`src/rtl/vm_decode_scan_pkg.sv`:
```
// Shared definitions for the vm_decode_scan select decoder / scanner.
// Holds the mode encoding and the prescaler width helper.
package vm_decode_scan_pkg;

    // Mode register encoding; also the meaning of the modo input.
    typedef enum logic {
        VM_MODO_DIRECT = 1'b0,
        VM_MODO_SCAN   = 1'b1
    } vm_modo_e;

    // Prescaler width for a slot of div cycles; never narrower than 1 bit
    // so DIV=1 still yields a legal (constant-zero) register.
    function automatic int vm_pre_w(input int div);
        return (div > 1) ? $clog2(div) : 1;
    endfunction

endpackage

```
`src/rtl/vm_onehot.sv`:
```
// Combinational SEL_W -> 2**SEL_W one-hot decoder with enable.
// Active-high only; any output polarity inversion belongs to the parent.
module vm_onehot #(
    parameter int SEL_W = 2
) (
    input  logic                    en,
    input  logic [SEL_W-1:0]        sel,
    output logic [(2**SEL_W)-1:0]   y
);

    // Single line high at position sel, or all low when disabled.
    always_comb begin
        y = '0;
        if (en) begin
            y[sel] = 1'b1;
        end
    end

endmodule

```
`src/rtl/vm_decode_scan.sv`:
```
// Registered one-hot select driver: direct decode of sel, or auto-scan
// stepping through all outputs every DIV cycles (digit strobing).
// Optional macro VM_DEC_BLANK_EN: blanks S for the first BLANK cycles of
// every scan slot (anti-ghosting); idx/wrap timing is not affected.
//
// Mode register states:
//   state          | meaning
//   VM_MODO_DIRECT | idx follows sel each enabled cycle, prescaler held at 0
//   VM_MODO_SCAN   | prescaler counts 0..DIV-1, idx advances at DIV-1
module vm_decode_scan
    import vm_decode_scan_pkg::*;
#(
    parameter int SEL_W   = 2,
    parameter int DIV     = 4,
    parameter int BLANK   = 1,
    parameter int ACT_LOW = 0
) (
    input  logic                    clk,
    input  logic                    rst_n,
    input  logic                    en,
    input  logic                    modo,
    input  logic [SEL_W-1:0]        sel,
    output logic [(2**SEL_W)-1:0]   S,
    output logic [SEL_W-1:0]        idx,
    output logic                    wrap
);

    localparam int N_OUT = 2**SEL_W;
    localparam int PW    = vm_pre_w(DIV);

    localparam logic [PW-1:0]    PRE_LAST  = PW'(DIV - 1);
    localparam logic [PW-1:0]    PRE_BLANK = PW'(BLANK);
    localparam logic [SEL_W-1:0] IDX_LAST  = SEL_W'(N_OUT - 1);
    localparam logic [N_OUT-1:0] S_IDLE    = (ACT_LOW != 0) ? '1 : '0;

`ifdef VM_DEC_BLANK_EN
    localparam bit BLANK_ON = 1'b1;
`else
    localparam bit BLANK_ON = 1'b0;
`endif

    vm_modo_e           mode_q, mode_d;
    logic [SEL_W-1:0]   idx_q, idx_d;
    logic [PW-1:0]      pre_q, pre_d;
    logic               wrap_q, wrap_d;
    logic [N_OUT-1:0]   s_q, s_d;
    logic               dec_en;
    logic [N_OUT-1:0]   dec;

    // Next-state: direct follow, scan entry, scan step, or freeze when en=0.
    always_comb begin
        mode_d = mode_q;
        idx_d  = idx_q;
        pre_d  = pre_q;
        wrap_d = 1'b0;
        dec_en = 1'b0;
        if (en) begin
            dec_en = 1'b1;
            if (modo == VM_MODO_DIRECT) begin
                mode_d = VM_MODO_DIRECT;
                idx_d  = sel;
                pre_d  = '0;
            end else if (mode_q == VM_MODO_DIRECT) begin
                mode_d = VM_MODO_SCAN;
                idx_d  = sel;
                pre_d  = '0;
            end else if (pre_q == PRE_LAST) begin
                pre_d  = '0;
                idx_d  = idx_q + 1'b1;
                wrap_d = (idx_q == IDX_LAST);
            end else begin
                pre_d  = pre_q + 1'b1;
            end
            // Dead time at the head of each scan slot, keyed off the
            // prescaler so no separate counter is needed.
            if (BLANK_ON && (mode_d == VM_MODO_SCAN) && (pre_d < PRE_BLANK)) begin
                dec_en = 1'b0;
            end
        end
    end

    vm_onehot #(
        .SEL_W (SEL_W)
    ) u_onehot (
        .en  (dec_en),
        .sel (idx_d),
        .y   (dec)
    );

    // Output polarity is applied before the register so S is glitch-free.
    always_comb begin
        s_d = (ACT_LOW != 0) ? ~dec : dec;
    end

    // State and output registers; async reset returns everything to idle.
    always_ff @(posedge clk or negedge rst_n) begin
        if (!rst_n) begin
            mode_q <= VM_MODO_DIRECT;
            idx_q  <= '0;
            pre_q  <= '0;
            wrap_q <= 1'b0;
            s_q    <= S_IDLE;
        end else begin
            mode_q <= mode_d;
            idx_q  <= idx_d;
            pre_q  <= pre_d;
            wrap_q <= wrap_d;
            s_q    <= s_d;
        end
    end

    assign S    = s_q;
    assign idx  = idx_q;
    assign wrap = wrap_q;

endmodule

```
`config.mk`:
```
export PLATFORM = sky130hd
export DESIGN_NAME = vm_decode_scan
export DESIGN_NICKNAME = d
export VERILOG_FILES = /design/src/rtl/vm_decode_scan_pkg.sv /design/src/rtl/vm_onehot.sv /design/src/rtl/vm_decode_scan.sv
export SDC_FILE = /design/constraint.sdc
export NUM_CORES = 1
export LEC_CHECK = 0
export CORE_AREA = 3 3 40 42
export DETAILED_ROUTE_END_ITERATION = 7
export DIE_AREA = 0 0 43 45
export DONT_BUFFER_PORTS = 1
export PLACE_DENSITY_LB_ADDON = 0.2
export SLEW_MARGIN = 20
export SYNTH_ARGS = -nofsm -noshare
export SYNTH_HDL_FRONTEND = slang
export SYNTH_SLANG_ARGS = --single-unit
export TNS_END_PERCENT = 30
```
`constraint.sdc`:
```
create_clock -name clk -period 2.1 [get_ports clk]
set_input_delay 0.42 -clock clk [delete_from_list [all_inputs] [get_ports clk]]
set_output_delay 0.42 -clock clk [all_outputs]
set_load 0.05 [all_outputs]
```
==> run_results.csv, run 1 <==
group,metric,value,unit
outcome,run_status,"completed",
logic_synthesis,postSynthAreaPerCell,11.4,um2
place,dp_slack,431,ps
logic_synthesis,synthArstFlopShare,100,%
sta,setup_viol,0,
setup_path,end_kind,"register",
job,maxCapViolations,0,
die,die-area,1940,um2
die,fp.dieH,45,um
setup_path,cp.required,2250,ps
sta,slew_viol_final,0,
routing,vias_per_cell,5.51,
setup_path,cp.arrival,1820,ps
logic_synthesis,syn-num-nets,51,
setup_path,cpPeakStageDelay,670,ps
setup_path,path_max_fanout,4,
clock_tree,clk_latency,260,ps
routing,totalWireLength,824,um
setup_path,path_class,"register to register",
logic_synthesis,synthFlopType,"dfrtp_1",
routing,drtIter0Drc,3,
setup_path,crit_chain,"ha_1 -> mux2i_1 -> a21oi_1 -> mux2_2",
routing,wl_per_cell,13.5,um
sta,fin_crit_sh,79.5,%
logic_synthesis,ys_seq_area_share,52.2,%
clock_tree,cts_hold_buffers,1,
grt,grt_usage,10.4,%
logic_synthesis,ys_top_cells_by_area,"dfrtp_1 (52%), ha_1 (7.8%), mux2_2 (4.7%), mux2i_1 (4.2%), o21ai_0 (3.1%)",
routing,drt_pass1_iterations,3,
grt,grt_max_degree,14,
grt,antenna_found_initial,0,
setup_path,crit_slowest_cell,"dfrtp_1",
power,ir_drop,0.238,mV
sta,clock.fmax,599,MHz
clock_tree,cts_sinks,10,
worst_hold_path,hold_depth,1,
clock_tree,cts_tree,"done",
sta,finalHoldViolCount,0,
layout,fillers,127,
setup_path,reg2regPathDepth,4,
sta,rsz0062_at_grt,"no",
sta,clock-skew-final,4.53,ps
sta,slew_headroom,65.3,%
sta,layout_setup_ws,431,ps
layout,multi_input_area,216,um2
die,die_w,43,um
clock_tree,cts_setup_buffers,0,
setup_path,crit_path_start_kind,"register",
logic_synthesis,synth_area_leader_cell,"dfrtp_1",
grt,grt_pass1_wl,1410,um
logic_synthesis,synthCells,42,
routing,vias,336,
clock_tree,cts_root_buffer,"clkbuf_4",
clock_tree,clkSlewWorstSetupHoldPaths,60,ps
layout,register_area,250,um2
routing,drc_errors,0,
power,p_leak,0.258,nW
logic_synthesis,synth.most_common_cell,"dfrtp_1",
logic_synthesis,yosys_warnings,0,
place,gp_congestion,0.736,
place,placed_cells,57,
layout,fin_nets,57,
place,postPlaceCellArea,500,um2
sta,fin_tns_setup,0,ps
logic_synthesis,yosys-top-cells-count,"dfrtp_1 (10), ha_1 (3), nand2_1 (3), o21ai_0 (3)",
clock_tree,cts_buffers,3,
layout,drive_above_1_share,17.4,%
layout,design_area,533,um2
die,ios,13,
sta,tightest_slew,521,ps
grt,gr-total-overflow,0,
logic_synthesis,syn_area,479,um2
logic_synthesis,synth_cell_types,20,
worst_hold_path,min_path_type,"primary input to register",
routing,drtAntennaViolNets,0,
logic_synthesis,synth_enable_flop_cells,0,
layout,num_antenna_cells,0,
clock_tree,cts_resized,0,
die,start_util,37.3,%
layout,fin_cells,61,
place,portBuffers,0,
die,core_area,1280,um2
logic_synthesis,ys_ff_latch,10,
logic_synthesis,synth_top_cell_area_share,52.2,%
layout,area_delta_synth_final,11.2,%
setup_path,r2r_slack,430,ps
place,dp_hpwl,632,um
clock_tree,clockBufferDepth,2,
power,power-per-cell-area,834,nW/um2
clock_tree,h-tree-depth,1,
grt,grt_pass1_vias,325,
die,rows,13,
sta,fin_crit,1670,ps
layer usage:
metal	part of all wire (%)	global-route usage, %	up-vias	routed length (um)
met3	9.5	5.98	3	78
met2	44	13.8	16	362
met5	0	0	-	0
met4	2.3	7.23	0	19
li1	-	-	158	-
met1	44	12.5	159	364
layout make-up:
class	instances	area share, %
flip-flops and latches	10	46.9
inverters	2	1.41
repair buffers	2	3.29
clock buffers	3	4.23
multi-input cells	29	40.6
well taps	15	3.52
state kept, by name, indices dropped and copies added (netlist names):
register  flops
S             4
idx           2
pre_q         2
mode_q        1
wrap          1
path summary, 6_finish.rpt:
check | start | end
worst max-delay path | idx[1] | idx[1]
worst min-delay path | en | idx[0]
worst max register to register | idx[1] | idx[1]
worst min register to register | pre_q[0] | pre_q[0]
max in group asynchronous | rst_n | pre_q[1]
min in group asynchronous | rst_n | S[0]
logic make-up (layout without fill, tap and decap cells):
group | count (synthesis) | after routing | synth area share (%)
DFF | 10 | 10 | 52.2
adders and majority gates | 3 | 3 | 7.83
muxes | 4 | 4 | 8.88
and+or+nand+nor | 13 | 13 | 17.0
AOI/OAI and AO/OA | 8 | 8 | 9.66
buffers and inverters | 3 | 7 | 2.61
xor gates and xnor gates | 1 | 1 | 1.83
metrics by stage:
| stage | util (%) | hold WS (ps) | total power [W] |
|---|---|---|---|
| floorplan | - | 124 | 0.000305 |
| global placement | 38.9 | 125 | 0.000316 |
| detailed placement | 38.9 | 125 | 0.000318 |
| CTS | 41.5 | 251 | 0.000451 |
| global route | 41.5 | 237 | 0.000476 |
| finish | 41.5 | 257 | 0.000444 |
critical path, delay by kind of cell, from the launching register on:
| kind | cells | cell delay (ps) |
|---|---|---|
| multiplexers | 2 | 430 |
| adder cells (fa/ha/maj) | 1 | 330 |
| flip-flops | 1 | 670 |
| AO/OA/AOI/OAI | 1 | 130 |
power by group:
part | switching, W | internal [W] | leakage, nW | total [W]
sequential | 0.0000433 | 0.000208 | 0.129 | 0.000252
combinational | 0.0000364 | 0.0000293 | 0.116 | 0.0000657
clock | 0.0000609 | 0.0000660 | 0.0138 | 0.000127
total | 0.000141 | 0.000304 | 0.258 | 0.000444
placed cells by master (no fill, tap or decap):
cell and n:
and3b_1 1, o22ai_1 1, o21ai_0 3, mux2_2 2, and3_2 1, inv_1 2
dlygate4sd3_1 1, nor3b_1 1, mux2i_1 2, clkbuf_4 3, dfrtp_1 10, ha_1 3
buf_4 1, nand4_1 2, a22oi_1 1, and2_4 1, nand2b_1 2, o31ai_1 1
a21oi_1 2, and3_1 2, nand2_1 3, xor2_1 1
Note: power is estimated with default switching activity, not from simulation.
==> inputs of run 2 (changes only) <==
- clock period: 2.1 -> 1.7 ns (I/O delays scaled with it)
==> run 2 against run 1 <==
Compared with the run above:
- combinational power rose by 58%
- non-clock buffer count rose by 1
- sequential power rose by 17%
- sequential share of layout area fell by 1.8 points
- hold slack got worse by 81 ps
- first-iteration DRC count fell by 33%
- total power rose by 37%
- clock skew fell by 1.7 ps
==> run_results.csv, run 2 (same netlist as run 1, synthesis figures left out) <==
group,metric,value,unit
sta,clock-skew-final,2.81,ps
routing,wl_per_cell,14.0,um
layout,mostFrequentLayoutCell,"dfrtp_1",
power,ir_drop,0.347,mV
die,rows,13,
die,die_w,43,um
clock_tree,cts_tree,"done",
routing,drt_pass1_iterations,4,
grt,met2_usage,15.6,%
sta,fin_crit_sh,79.7,%
setup_path,crit-reg2reg-launch,"pre_q[0]",
setup_path,path_class,"register to register",
worst_hold_path,min_path_type,"primary input to register",
routing,drtIter0Drc,2,
sta,slew_viol_final,0,
layout,area_delta_synth_final,15.7,%
layout,num_antenna_cells,0,
die,core_area,1280,um2
layout,register_area,250,um2
sta,fin_crit,1360,ps
layout,fin_cells,63,
place,postPlaceCellArea,508,um2
grt,antenna_found_initial,0,
clock_tree,clockBufferDepth,2,
place,dp_hpwl,679,um
setup_path,end_kind,"register",
clock_tree,h-tree-depth,1,
sta,slew_headroom,70.3,%
clock_tree,cts_buffers,3,
sta,tightest_slew,444,ps
outcome,run_status,"completed",
layout,mostFrequentLayoutCells,"dfrtp_1 (10), o21ai_0 (3), nand2_1 (3), ha_1 (3), clkbuf_4 (3)",
place,placed_cells,58,
layout,design_area,554,um2
setup_path,crit_path_start_kind,"register",
layout,largest_reg_flops,4,
power,p_leak,0.270,nW
sta,hold_slack,177,ps
clock_tree,clkSlewWorstSetupHoldPaths,70,ps
layout,fillers,127,
layout,drive_above_1_share,20.8,%
setup_path,cp.required,1860,ps
grt,grt_use_met1,12.6,%
die,die-area,1940,um2
setup_path,setup.worst_path.start,"pre_q[0]",
worst_hold_path,hp-start,"en",
clock_tree,cts_resized,0,
sta,setup_viol,0,
job,maxCapViolations,0,
grt,met3_usage,4.38,%
clock_tree,cts_root_buffer,"clkbuf_4",
routing,vias,337,
routing,totalWireLength,881,um
layout,multi_input_area,216,um2
grt,grt_pass1_vias,364,
routing,vias_per_cell,5.35,
grt,grt.busiest_layer,"met2",
layout,fin_nets,58,
setup_path,cp.arrival,1510,ps
grt,grt_usage,10.6,%
grt,grt_max_degree,14,
clock_tree,cts_sinks,10,
clock_tree,cts_setup_buffers,0,
place,portBuffers,0,
routing,drc_errors,0,
place,gp_congestion,0.727,
sta,rsz0062_at_grt,"no",
sta,clock.fmax,738,MHz
grt,gr-total-overflow,0,
sta,finalHoldViolCount,0,
setup_path,path_max_fanout,4,
routing,drtAntennaViolNets,0,
sta,fin_tns_setup,0,ps
grt,grt_pass1_wl,1480,um
power,power-per-cell-area,1100,nW/um2
clock_tree,clk_latency,260,ps
die,ios,13,
die,start_util,37.3,%
die,fp.dieH,45,um
run 2: changes by cell type in the layout (fill, tap and decap cells not counted):
| cell | change |
|---|---|
| clkbuf_8 | +1 |
| buf_4 | +1 |
run 2: cell type report:
cell class                 count  area share, %
tap                           15           3.39
clock buffer                   4           6.55
multi-input combinational     29           39.1
inverter                       2           1.35
sequential                    10           45.1
timing repair buffer           3           4.51
run 2: metrics by stage:
| stage | util (%) | worst slack (ps) | power [W] |
|---|---|---|---|
| 6_report | 43.1 | 344 | 0.000610 |
| 3_3_place_gp | 39.5 | 376 | 0.000399 |
| 3_5_place_dp | 39.5 | 344 | 0.000399 |
| 4_1_cts | 43.1 | 336 | 0.000622 |
| 5_1_grt | 43.1 | 258 | 0.000653 |
| 2_1_floorplan | - | 78.3 | 0.000377 |
run 2: critical path, stage by stage, from the launching register on:
cell,delay [ps]
dfrtp_1,410
ha_1,230
mux2i_1,130
a21oi_1,270
and3b_1,210
run 2: power breakdown:
group	internal (W)	total, W	switching (W)
clock network	0.000130	0.000211	0.0000808
logic	0.0000413	0.000104	0.0000628
registers	0.000258	0.000295	0.0000376
total	0.000429	0.000610	0.000181
run 2: metal layers:
| metal | part of all wire [%] | vias up |
|---|---|---|
| met1 | 43 | 155 |
| met4 | 1.7 | 0 |
| met5 | 0 | - |
| met3 | 11 | 2 |
| met2 | 45 | 16 |
| li1 | - | 164 |
run 2: worst paths after layout:
kind	depth (start not counted)	end	slack, ps
worst max-delay path	4	S[0]	340
worst min register to register	1	pre_q[0]	520
worst max register to register	4	S[0]	340
worst min-delay path	1	idx[0]	180
max in group asynchronous	1	wrap	940
min in group asynchronous	1	S[2]	450
run 2: repair_timing:
action / 4_1_cts / 5_1_grt
setup endpoints to repair: 0 / 0
hold buffers: 1 / 0
hold endpoints to repair: 10 / 0
